<file path="config.mk">
export PLATFORM = sky130hd
export DESIGN_NAME = instr_prefetch_buffer
export DESIGN_NICKNAME = d
export VERILOG_FILES = /design/src/rtl/instr_prefetch_buffer.sv
export SDC_FILE = /design/constraint.sdc
export NUM_CORES = 1
export LEC_CHECK = 0
export BUFFER_PORTS_ARGS = -buffer_cell sky130_fd_sc_hd__buf_2
export CAP_MARGIN = 20
export CORE_MARGIN = 2
export CORE_UTILIZATION = 38
export CTS_CLUSTER_DIAMETER = 150
export DETAILED_ROUTE_END_ITERATION = 12
export PLACE_DENSITY_LB_ADDON = 0.1
export SKIP_LAST_GASP = 1
export SLEW_MARGIN = 20
export SYNTH_ARGS = -nofsm -noshare
export SYNTH_HDL_FRONTEND = slang
export SYNTH_SLANG_ARGS = --single-unit
</file>
<file path="constraint.sdc">
create_clock -name clk -period 4.2 [get_ports clk]
set_clock_uncertainty 0.05 [all_clocks]
set_input_delay 0.84 -clock clk [delete_from_list [all_inputs] [get_ports clk]]
set_output_delay 0.84 -clock clk [all_outputs]
set_load 0.01 [all_outputs]
</file>
<file path="src/rtl/instr_prefetch_buffer.sv">
// -----------------------------------------------------------------------------
// instr_prefetch_buffer
//
// Fetch stage sitting in front of the single-cycle MIPS core. It fetches 32-bit
// instruction words from instruction memory over a req/ack handshake, queues
// up to DEPTH {pc, word} pairs in a FIFO and presents the head entry to the
// core as a valid/ready stream. A core redirect flushes the queue and restarts
// fetching at the redirect target.
//
// Parameters:
//   DEPTH     FIFO entries (power of two, >= 2)
//   RESET_PC  first fetch address after reset
//
// Ports:
//   clk          clock, all state changes on the rising edge
//   rst          asynchronous, active-low reset
//   mem_req      fetch request, held until mem_ack
//   mem_addr     word address of the pending request
//   mem_ack      memory accepts the request and returns mem_rdata this cycle
//   mem_rdata    instruction word returned with mem_ack
//   inst_valid   head of the FIFO holds an instruction
//   inst         head instruction word (0 when empty)
//   inst_pc      PC of the head instruction (0 when empty)
//   inst_ready   core consumes the head this cycle
//   redirect     flush the queue and restart fetching
//   redirect_pc  new fetch PC, bits [1:0] ignored
//
// Optional feature (macro PREFETCH_STATS_EN):
//   stat_fetched    saturating count of words pushed into the FIFO
//   stat_discarded  saturating count of acked words dropped plus entries
//                   flushed by redirects
// -----------------------------------------------------------------------------
module instr_prefetch_buffer #(
  parameter int          DEPTH    = 4,
  parameter logic [31:0] RESET_PC = 32'h0000_0000
) (
  input  logic        clk,
  input  logic        rst,
  output logic        mem_req,
  output logic [31:0] mem_addr,
  input  logic        mem_ack,
  input  logic [31:0] mem_rdata,
  output logic        inst_valid,
  output logic [31:0] inst,
  output logic [31:0] inst_pc,
  input  logic        inst_ready,
  input  logic        redirect,
  input  logic [31:0] redirect_pc
`ifdef PREFETCH_STATS_EN
  ,
  output logic [31:0] stat_fetched,
  output logic [31:0] stat_discarded
`endif
);

  localparam int PTR_W = $clog2(DEPTH);
  localparam int CNT_W = PTR_W + 1;
  localparam logic [CNT_W-1:0] DEPTH_C = CNT_W'(DEPTH);

  typedef enum logic [1:0] {
    IDLE    = 2'd0,
    REQ     = 2'd1,
    DISCARD = 2'd2
  } state_t;

  typedef struct packed {
    logic [31:0] pc;
    logic [31:0] word;
  } entry_t;

  state_t             state;
  logic [31:0]        fetch_pc;
  entry_t             fifo_q [DEPTH];
  logic [PTR_W-1:0]   rd_ptr;
  logic [PTR_W-1:0]   wr_ptr;
  logic [CNT_W-1:0]   count;

  logic               push;
  logic               pop;
  logic               ack_dropped;
  logic [CNT_W-1:0]   count_next;
  logic               room_next;
  logic [31:0]        redirect_target;
  logic [31:0]        fetch_pc_inc;
  logic               unused_redirect_lsbs;

  // ---------------------------------------------------------------------------
  // Next-cycle bookkeeping. Redirect wins over both push and pop: the acked
  // word of a redirect-coincident ack is dropped and the pop is ignored.
  // ---------------------------------------------------------------------------
  // NOTE: every signal assigned in always_comb gets a default first, so no
  // path can leave it unassigned and infer a latch.
  always_comb begin
    push            = 1'b0;
    pop             = 1'b0;
    ack_dropped     = 1'b0;
    count_next      = count;
    redirect_target = {redirect_pc[31:2], 2'b00};
    fetch_pc_inc    = fetch_pc + 32'd4;

    push        = (state == REQ) && mem_ack && !redirect;
    pop         = inst_ready && (count != '0) && !redirect;
    ack_dropped = mem_ack && ((state == DISCARD) || ((state == REQ) && redirect));

    if (redirect) begin
      count_next = '0;
    end else begin
      count_next = count + CNT_W'(push) - CNT_W'(pop);
    end
  end

  assign room_next            = (count_next < DEPTH_C);
  assign unused_redirect_lsbs = ^redirect_pc[1:0];

  // ---------------------------------------------------------------------------
  // Output path: head entry read combinationally, forced to zero when empty so
  // the core never sees stale words after reset or a flush.
  // ---------------------------------------------------------------------------
  assign inst_valid = (count != '0);
  assign inst       = inst_valid ? fifo_q[rd_ptr].word : 32'h0;
  assign inst_pc    = inst_valid ? fifo_q[rd_ptr].pc   : 32'h0;

  // ---------------------------------------------------------------------------
  // FIFO storage
  // ---------------------------------------------------------------------------
  // NOTE: the storage array has no reset; its contents only become visible
  // through inst/inst_pc once count says the entry was written, so resetting
  // it would buy nothing but reset fan-out.
  always_ff @(posedge clk) begin
    if (push) begin
      fifo_q[wr_ptr] <= '{pc: fetch_pc, word: mem_rdata};
    end
  end

  // Pointers wrap modulo DEPTH; the explicit count removes full/empty
  // ambiguity when they are equal.
  // NOTE: sequential state is updated with non-blocking assignments so every
  // register samples the pre-edge values regardless of statement order.
  always_ff @(posedge clk or negedge rst) begin
    if (!rst) begin
      rd_ptr <= '0;
      wr_ptr <= '0;
      count  <= '0;
    end else begin
      count <= count_next;
      if (redirect) begin
        rd_ptr <= '0;
        wr_ptr <= '0;
      end else begin
        if (push) wr_ptr <= wr_ptr + PTR_W'(1);
        if (pop)  rd_ptr <= rd_ptr + PTR_W'(1);
      end
    end
  end

  // ---------------------------------------------------------------------------
  // Fetch FSM. mem_req and mem_addr are registered. In REQ mem_addr tracks
  // fetch_pc; in DISCARD it keeps the address of the abandoned request so the
  // handshake stays stable while fetch_pc already holds the new target.
  // ---------------------------------------------------------------------------
  always_ff @(posedge clk or negedge rst) begin
    if (!rst) begin
      state    <= IDLE;
      fetch_pc <= RESET_PC;
      mem_req  <= 1'b0;
      mem_addr <= RESET_PC;
    end else begin
      case (state)
        IDLE: begin
          if (redirect) begin
            fetch_pc <= redirect_target;
            mem_addr <= redirect_target;
            mem_req  <= 1'b1;
            state    <= REQ;
          end else if (room_next) begin
            mem_addr <= fetch_pc;
            mem_req  <= 1'b1;
            state    <= REQ;
          end
        end

        REQ: begin
          if (redirect) begin
            fetch_pc <= redirect_target;
            if (mem_ack) begin
              // Acked word dropped; the next request goes straight out.
              mem_addr <= redirect_target;
            end else begin
              // Request still outstanding: wait out its ack.
              state <= DISCARD;
            end
          end else if (mem_ack) begin
            fetch_pc <= fetch_pc_inc;
            mem_addr <= fetch_pc_inc;
            if (!room_next) begin
              mem_req <= 1'b0;
              state   <= IDLE;
            end
          end
        end

        DISCARD: begin
          if (redirect) begin
            fetch_pc <= redirect_target;
          end
          if (mem_ack) begin
            mem_addr <= redirect ? redirect_target : fetch_pc;
            state    <= REQ;
          end
        end

        default: begin
          mem_req <= 1'b0;
          state   <= IDLE;
        end
      endcase
    end
  end

`ifdef PREFETCH_STATS_EN
  // ---------------------------------------------------------------------------
  // Saturating statistics counters.
  // ---------------------------------------------------------------------------
  logic [32:0] fetched_sum;
  logic [32:0] discarded_sum;

  always_comb begin
    fetched_sum   = {1'b0, stat_fetched} + 33'(push);
    discarded_sum = {1'b0, stat_discarded} + 33'(ack_dropped);
    if (redirect) begin
      discarded_sum = discarded_sum + 33'(count);
    end
  end

  always_ff @(posedge clk or negedge rst) begin
    if (!rst) begin
      stat_fetched   <= '0;
      stat_discarded <= '0;
    end else begin
      stat_fetched   <= fetched_sum[32]   ? 32'hFFFF_FFFF : fetched_sum[31:0];
      stat_discarded <= discarded_sum[32] ? 32'hFFFF_FFFF : discarded_sum[31:0];
    end
  end
`else
  logic unused_ack_dropped;
  assign unused_ack_dropped = ack_dropped;
`endif

endmodule

</file>
==> results.md, run 1 <==
- Register bit total from synthesis: between 300 and 400
- Crit path max fanout: 30
- Period utilisation layout: 0.872
- Clk root buf: clkbuf_16
- PD cells: roughly 640 nW/um^2
- Max Fclk: around 0.27 GHz
- Gpl congestion: approximately 0.83
- Reg2Reg Depth: 14
- Status: finished, final reports clean
- Initial antenna violation count: 0
- Initial DRC Count: between 400 and 500
- Commonest non-fill, non-tap cell in the layout: edfxtp_1
- Period minus WS final: ~3.7 ns
- Clock Sinks: 330
- Critical path arrival: approximately 4.0 ns
- Netlist cell types: between 70 and 80
- Max cap viols: 0
- Sequential area share after synthesis: 0.644
- Fraction of registers with async set/reset: 0.224
- Setup bufs post-CTS: 0
- Final hold violation count: 0
- First-pass GRT wire length: roughly 56 mm
- Starting Density: 0.384
- Post-detail-place hpwl: roughly 22 mm
- Maximum vdd drop: just under 0.3 mV
- Die H: between 200 and 250 um
- Vias: approximately 9.1k
- Leakage: a little over 0.006 uW
- Area grow syn2layout: 17.4%
- Clock Latency Late Sink: between 0.5 and 0.6 ns
- Slew headroom: 0.412
- Startpoint Class: flop
- Unrepaired setup endpoints after global routing: no
- Drt pass-1 iters: 5
- Post-route ant nets: 0
- Die Width: 201 um
- Row cnt: 72
- Critical Path RT: between 4 and 5 ns
- Crit Path Class: reg -> reg
- Port bufs: roughly 160
- TritonCTS clock tree: yes
- Capturing point of the worst reg2reg path: mem_addr[29]$_DFFE_PN0P_
- Syn_area_per_cell: 14.6 sq um
- CTS H-tree lvls: 2
- Core ar.: between 30000 and 40000 sq um
- Clock Tree Buf Depth: 3
- Synth Cell Area: roughly 15000 sq um
- Worst-path clk slew: approximately 0.060 ns
- CTS Buf Count: 38
- Routed WL: 36.1 mm
- Fill count: between 3k and 4k
- Nets: 1244
- Worst Tran Pin Value: approximately 0.88 ns
- DR vias/cell: roughly 5.3
- Final Max Tran Viols: 0
- RR Startpoint: count[1]$_DFF_PN0_
- Post-synth EDFFs: between 200 and 300
- Most frequent cells in the layout: edfxtp_1 (256), buf_2 (162), and2_1 (71), dfrtp_1 (71), mux4_2 (64)
- Synth Warn #: 0
- Fraction of layout cells with a size suffix above 1: 0.285
- Syn nets: between 1k and 1.5k
- Post-cts resize count: 0
- Vias in the first global route: roughly 9.4k
- Syn Inst Count: 1011
- FF+latch area: 9550 sq um
- Critical Path Sink Type: flop
- Setup TNS: 0 ns
- Largest net degree at the start of global routing: 75
- Global route total overflow: 0
- Fin util: 0.451
- Main synth FF type: edfxtp_1
- Antenna cells: 0
- Multi-input gate area: about 4900 sq um
- Hold WC Path Type: in -> async
- Hold Buf Count CTS: 0
- # IOs: between 150 and 200
- Worst hold slack: about 0.28 ns
- Gr usage total: 0.181
- Die area: 40600 sq um
- Detailed-route wire length per cell: 21.1 um
- Total Power: 11100 uW
- Finish-stage setup viols: 0
- DRC errors left: 0
- Worst reg2reg setup slack: approximately 0.54 ns
-- power breakdown --
| group | internal (uW) | switching [uW] |
|---|---|---|
| logic | 1470 | 1800 |
| clock network | 1780 | 1270 |
| registers | 4090 | 638 |
| total | 7340 | 3710 |
-- metal layers --
layer | vias to the layer above | part of all wire | track usage
li1 | 4192 | - | -
met1 | 4624 | 0.46 | 0.250
met2 | 249 | 0.47 | 0.294
met3 | 54 | 0.046 | 0.0319
met4 | 0 | 0.021 | 0.0502
met5 | - | 0 | 0
-- sequential cells by signal (all words and copies together) (netlist names) --
signal,count
fifo_q,256
fetch_pc,32
rd_ptr,2
mem_req,1
state,2
wr_ptr,2
count,3
mem_addr,32
-- per-stage QoR --
step | worst slack, ns | area (sq um) | cells
2_1_floorplan | 0.0736 | 14800 | 1011
3_3_place_gp | 0.242 | 16200 | 1645
3_5_place_dp | 0.167 | 16200 | 1645
4_1_cts | 0.526 | 17400 | 1713
5_1_grt | 0.337 | 17400 | 1713
6_report | 0.537 | 17400 | 1713
-- area by class of cell --
type                       count  area share
clock buffer                  50      0.0591
clock inverter                18     0.00648
timing repair buffer         189      0.0643
inverter                      11     0.00237
multi-input combinational    597       0.282
sequential                   330       0.549
tap                          518      0.0373
-- worst max-delay path: stages, from the launching register on --
cell and delay (ns):
dfrtp_1 0.42, or3_2 0.47, nand2_1 0.13, nor2_1 0.06
ha_1 0.28, inv_1 0.06, ha_1 0.13, inv_1 0.05
fa_1 0.36, xnor3_1 0.40, o311ai_2 0.33, and2_1 0.32
buf_12 0.22, a21oi_1 0.06, a22o_1 0.21
-- worst max path at each step --
stage                          endpoint  cells past startpoint  slack, ns               start
3_5_place_dp   mem_addr[29]$_DFFE_PN0P_                     15       0.17             mem_ack
4_1_cts        mem_addr[29]$_DFFE_PN0P_                     14       0.53  count[1]$_DFF_PN0_
2_1_floorplan  mem_addr[29]$_DFFE_PN0P_                     17       0.07            redirect
6_report       mem_addr[29]$_DFFE_PN0P_                     14       0.54  count[1]$_DFF_PN0_
5_1_grt        mem_addr[18]$_DFFE_PN0P_                     13       0.34  count[1]$_DFF_PN0_
3_3_place_gp   mem_addr[29]$_DFFE_PN0P_                     15       0.24             mem_ack
-- synthesized netlist by cell type, types with 3 or more instances --
cell type / instances / area, sq um
o21bai_1: 3 / 22.5
a22oi_1: 6 / 45.0
a41o_1: 3 / 30.0
or3_1: 7 / 43.8
xnor2_1: 10 / 87.6
o211ai_1: 3 / 22.5
a221oi_1: 8 / 70.1
clkbuf_1: 31 / 116
and2_1: 75 / 469
a211oi_2: 4 / 50.1
mux2i_1: 18 / 180
nand2b_1: 12 / 75.1
and3_1: 5 / 31.3
nand3_2: 4 / 40.0
mux4_2: 64 / 1440
and4_1: 4 / 35.0
inv_1: 10 / 37.5
nor4_1: 7 / 43.8
a21o_1: 5 / 37.5
nand4_1: 19 / 119
o22ai_1: 9 / 56.3
a21oi_1: 35 / 175
buf_4: 6 / 45.0
a211oi_1: 7 / 52.6
nor2_1: 56 / 210
a31oi_1: 5 / 31.3
nor4_4: 3 / 63.8
xor2_1: 17 / 149
nor3b_1: 5 / 37.5
buf_1: 10 / 37.5
dfrtp_1: 74 / 1850
a31o_2: 5 / 43.8
edfxtp_1: 256 / 7690
o21ai_0: 29 / 145
nor3_1: 19 / 95.1
nand2_1: 59 / 221
ha_1: 7 / 87.6
nor2b_1: 19 / 119
o31ai_1: 7 / 52.6
nand3_1: 19 / 95.1
buf_2: 23 / 115
-- kinds of logic (layout without fill, tap and decap cells) --
logic type / Yosys count / after routing / synth area share
buffers and inverters: 84 / 268 / 0.0259
multiplexers: 83 / 83 / 0.110
AO/OA/AOI/OAI: 151 / 151 / 0.0705
AND/OR/NAND/NOR: 327 / 327 / 0.125
XOR/XNOR: 28 / 28 / 0.0175
flip-flops: 330 / 330 / 0.644
adder cells (fa/ha/maj): 8 / 8 / 0.00727
No activity file was read; power rests on OpenSTA's default activity.
==> run 2: changes to the inputs <==
- CORE_UTILIZATION: 38 -> 55
==> run 2 against run 1 <==
Critical path depth down 1. Clock-buffer cell count down 1. Hold slack worse by 0.055 ns. Largest cell class unchanged. Global-route usage up 5.2 points. Critical path type unchanged. Register-to-register slack worse by 0.06 ns. Sequential cell count unchanged. Clock power down 5%. Utilization up 19 points. Power down 1.8%. Sequential share of layout area up 0.83 points. Largest power group unchanged.
==> results.md, run 2 (synthesized netlist as in run 1, its figures left out) <==
- Fraction of layout cells with a size suffix above 1: 0.288
- PD cells: 634 nW/um^2
- Crit path cell chain: or3_2 > nand2_1 > nor2_1 > ha_1 > inv_1 > ha_1 > inv_1 > fa_1 > xnor3_1 > o311ai_2 > and2_1 > buf_4 > o21ai_0
- Max reg flops: 256
- Uppermost layer routed: met4
- Largest net degree at the start of global routing: 84
- Startpoint Class: flop
- Final hold violation count: 0
- Clock Tree Buf Depth: 3
- Multi-input gate area: a little under 5000 sq um
- Worst Setup SP: count[1]$_DFF_PN0_
- Most frequent cells in the layout: edfxtp_1 (256), buf_2 (162), and2_1 (71), dfrtp_1 (71), mux4_2 (64)
- Slowest stage delay, CP: about 0.48 ns
- Max Fclk: 0.269 GHz
- Vias in the first global route: between 8k and 9k
- Post-route ant nets: 0
- Initial DRC Count: just under 800
- Global route total overflow: 0
- # IOs: approximately 170
- Hold WC Path Type: in -> async
- FF+latch area: 9550 sq um
- Die area: roughly 28000 sq um
- Worst-path clk slew: ~0.060 ns
- Fill count: 1967
- Core ar.: around 27000 sq um
- Slowest cell on crit path: or3_2
- M1 wire length: 14.2 mm
- Die H: about 170 um
- DR vias/cell: 6.01
- Detailed-route wire length per cell: 21.2 um
- Met3 WL: 1.92 mm
- Status: finished, final reports clean
- Area grow syn2layout: 15.7%
- Post-detail-place hpwl: a little over 20 mm
- Period minus WS final: 3.72 ns
- Post-cts resize count: 0
- Nets: about 1.2k
- Worst reg2reg setup slack: between 0.4 and 0.5 ns
- Maximum vdd drop: between 0.3 and 0.4 mV
- Vias: ~9k
- Critical Path RT: around 4.5 ns
- Port bufs: around 160
- Drt pass-1 iters: 5
- Initial antenna violation count: 0
- Gpl congestion: 0.861
- Crit path max fanout: 26
- Clock Latency Late Sink: just over 0.5 ns
- Period utilisation layout: 0.885
- First-pass GRT wire length: slightly above 50 mm
- Routed WL: about 33 mm
- Gr usage total: 0.232
- Final Max Tran Viols: 0
- Setup TNS: 0 ns
- WL met2: about 16 mm
- Die Width: approximately 170 um
- Leakage: 0.00622 uW
- RR Startpoint: count[1]$_DFF_PN0_
- Hold Buf Count CTS: 0
- Starting Density: 0.554
- Worst Tran Pin Value: about 0.94 ns
- Max cap viols: 0
- Largest register by flop count: fifo_q
- Unrepaired setup endpoints after global routing: no
- Clock Sinks: between 300 and 400
- Setup bufs post-CTS: 0
- Row cnt: 60
- Antenna cells: 0
- CTS Buf Count: 35
- TritonCTS clock tree: yes
- Critical Path Sink Type: flop
- Clk root buf: clkbuf_16
- DRC errors left: 0
- Commonest non-fill, non-tap cell in the layout: edfxtp_1
- DP Area: about 16000 sq um
- CTS H-tree lvls: 2
- Top flop regs: fifo_q (256), fetch_pc (32), mem_addr (32)
- Final Cell Area: 17100 sq um
- Crit Path Class: reg -> reg
- Critical path arrival: around 4 ns
- Slew headroom: 0.373
- Finish-stage setup viols: 0
-- run 2: per-stage QoR --
stage,power [uW],util,hold slack [ns],worst slack (ns),std cells
finish,10900,0.641,0.224,0.481,1536
global route,11400,0.641,0.254,0.306,1536
CTS,10900,0.640,0.443,0.464,1535
detailed placement,8030,0.599,0.425,0.181,1472
global placement,7970,0.599,0.410,0.280,1472
floorplan,6820,-,0.421,0.0736,1011
-- run 2: cell type report --
type | count | share of cell area
Sequential cell | 330 | 0.557
Multi-Input combinational cell | 597 | 0.286
Timing Repair Buffer | 194 | 0.0657
Clock buffer | 49 | 0.0578
Tap cell | 341 | 0.0249
Clock inverter | 14 | 0.00599
Inverter | 11 | 0.00241
-- run 2: layer usage --
metal	vias to the layer above	global-route usage
li1	4194	-
met3	58	0.0339
met2	304	0.373
met5	-	0
met1	4675	0.334
met4	0	0.0753
-- run 2: report_power, final --
group | internal (uW) | switching [uW]
Sequential | 4090 | 634
Combinational | 1460 | 1760
Clock | 1710 | 1200
-- run 2: worst paths after layout --
check	cells after the start	end
worst max-delay path	13	mem_addr[13]$_DFFE_PN0P_
worst min-delay path	1	mem_addr[5]$_DFFE_PN0P_
worst max register to register	13	mem_addr[13]$_DFFE_PN0P_
worst min register to register	2	mem_addr[6]$_DFFE_PN0P_
max in group asynchronous	2	rd_ptr[0]$_DFFE_PN0P_
min in group clk	2	mem_addr[6]$_DFFE_PN0P_
-- run 2: worst max-delay path, delay by kind of cell, from the launching register on --
kind,cells,cell delay [ns]
fa+ha+maj,3,0.77
xor+xnor,1,0.41
compound gates,2,0.50
flops,1,0.42
buf+inv,3,0.45
simple gates,4,0.98
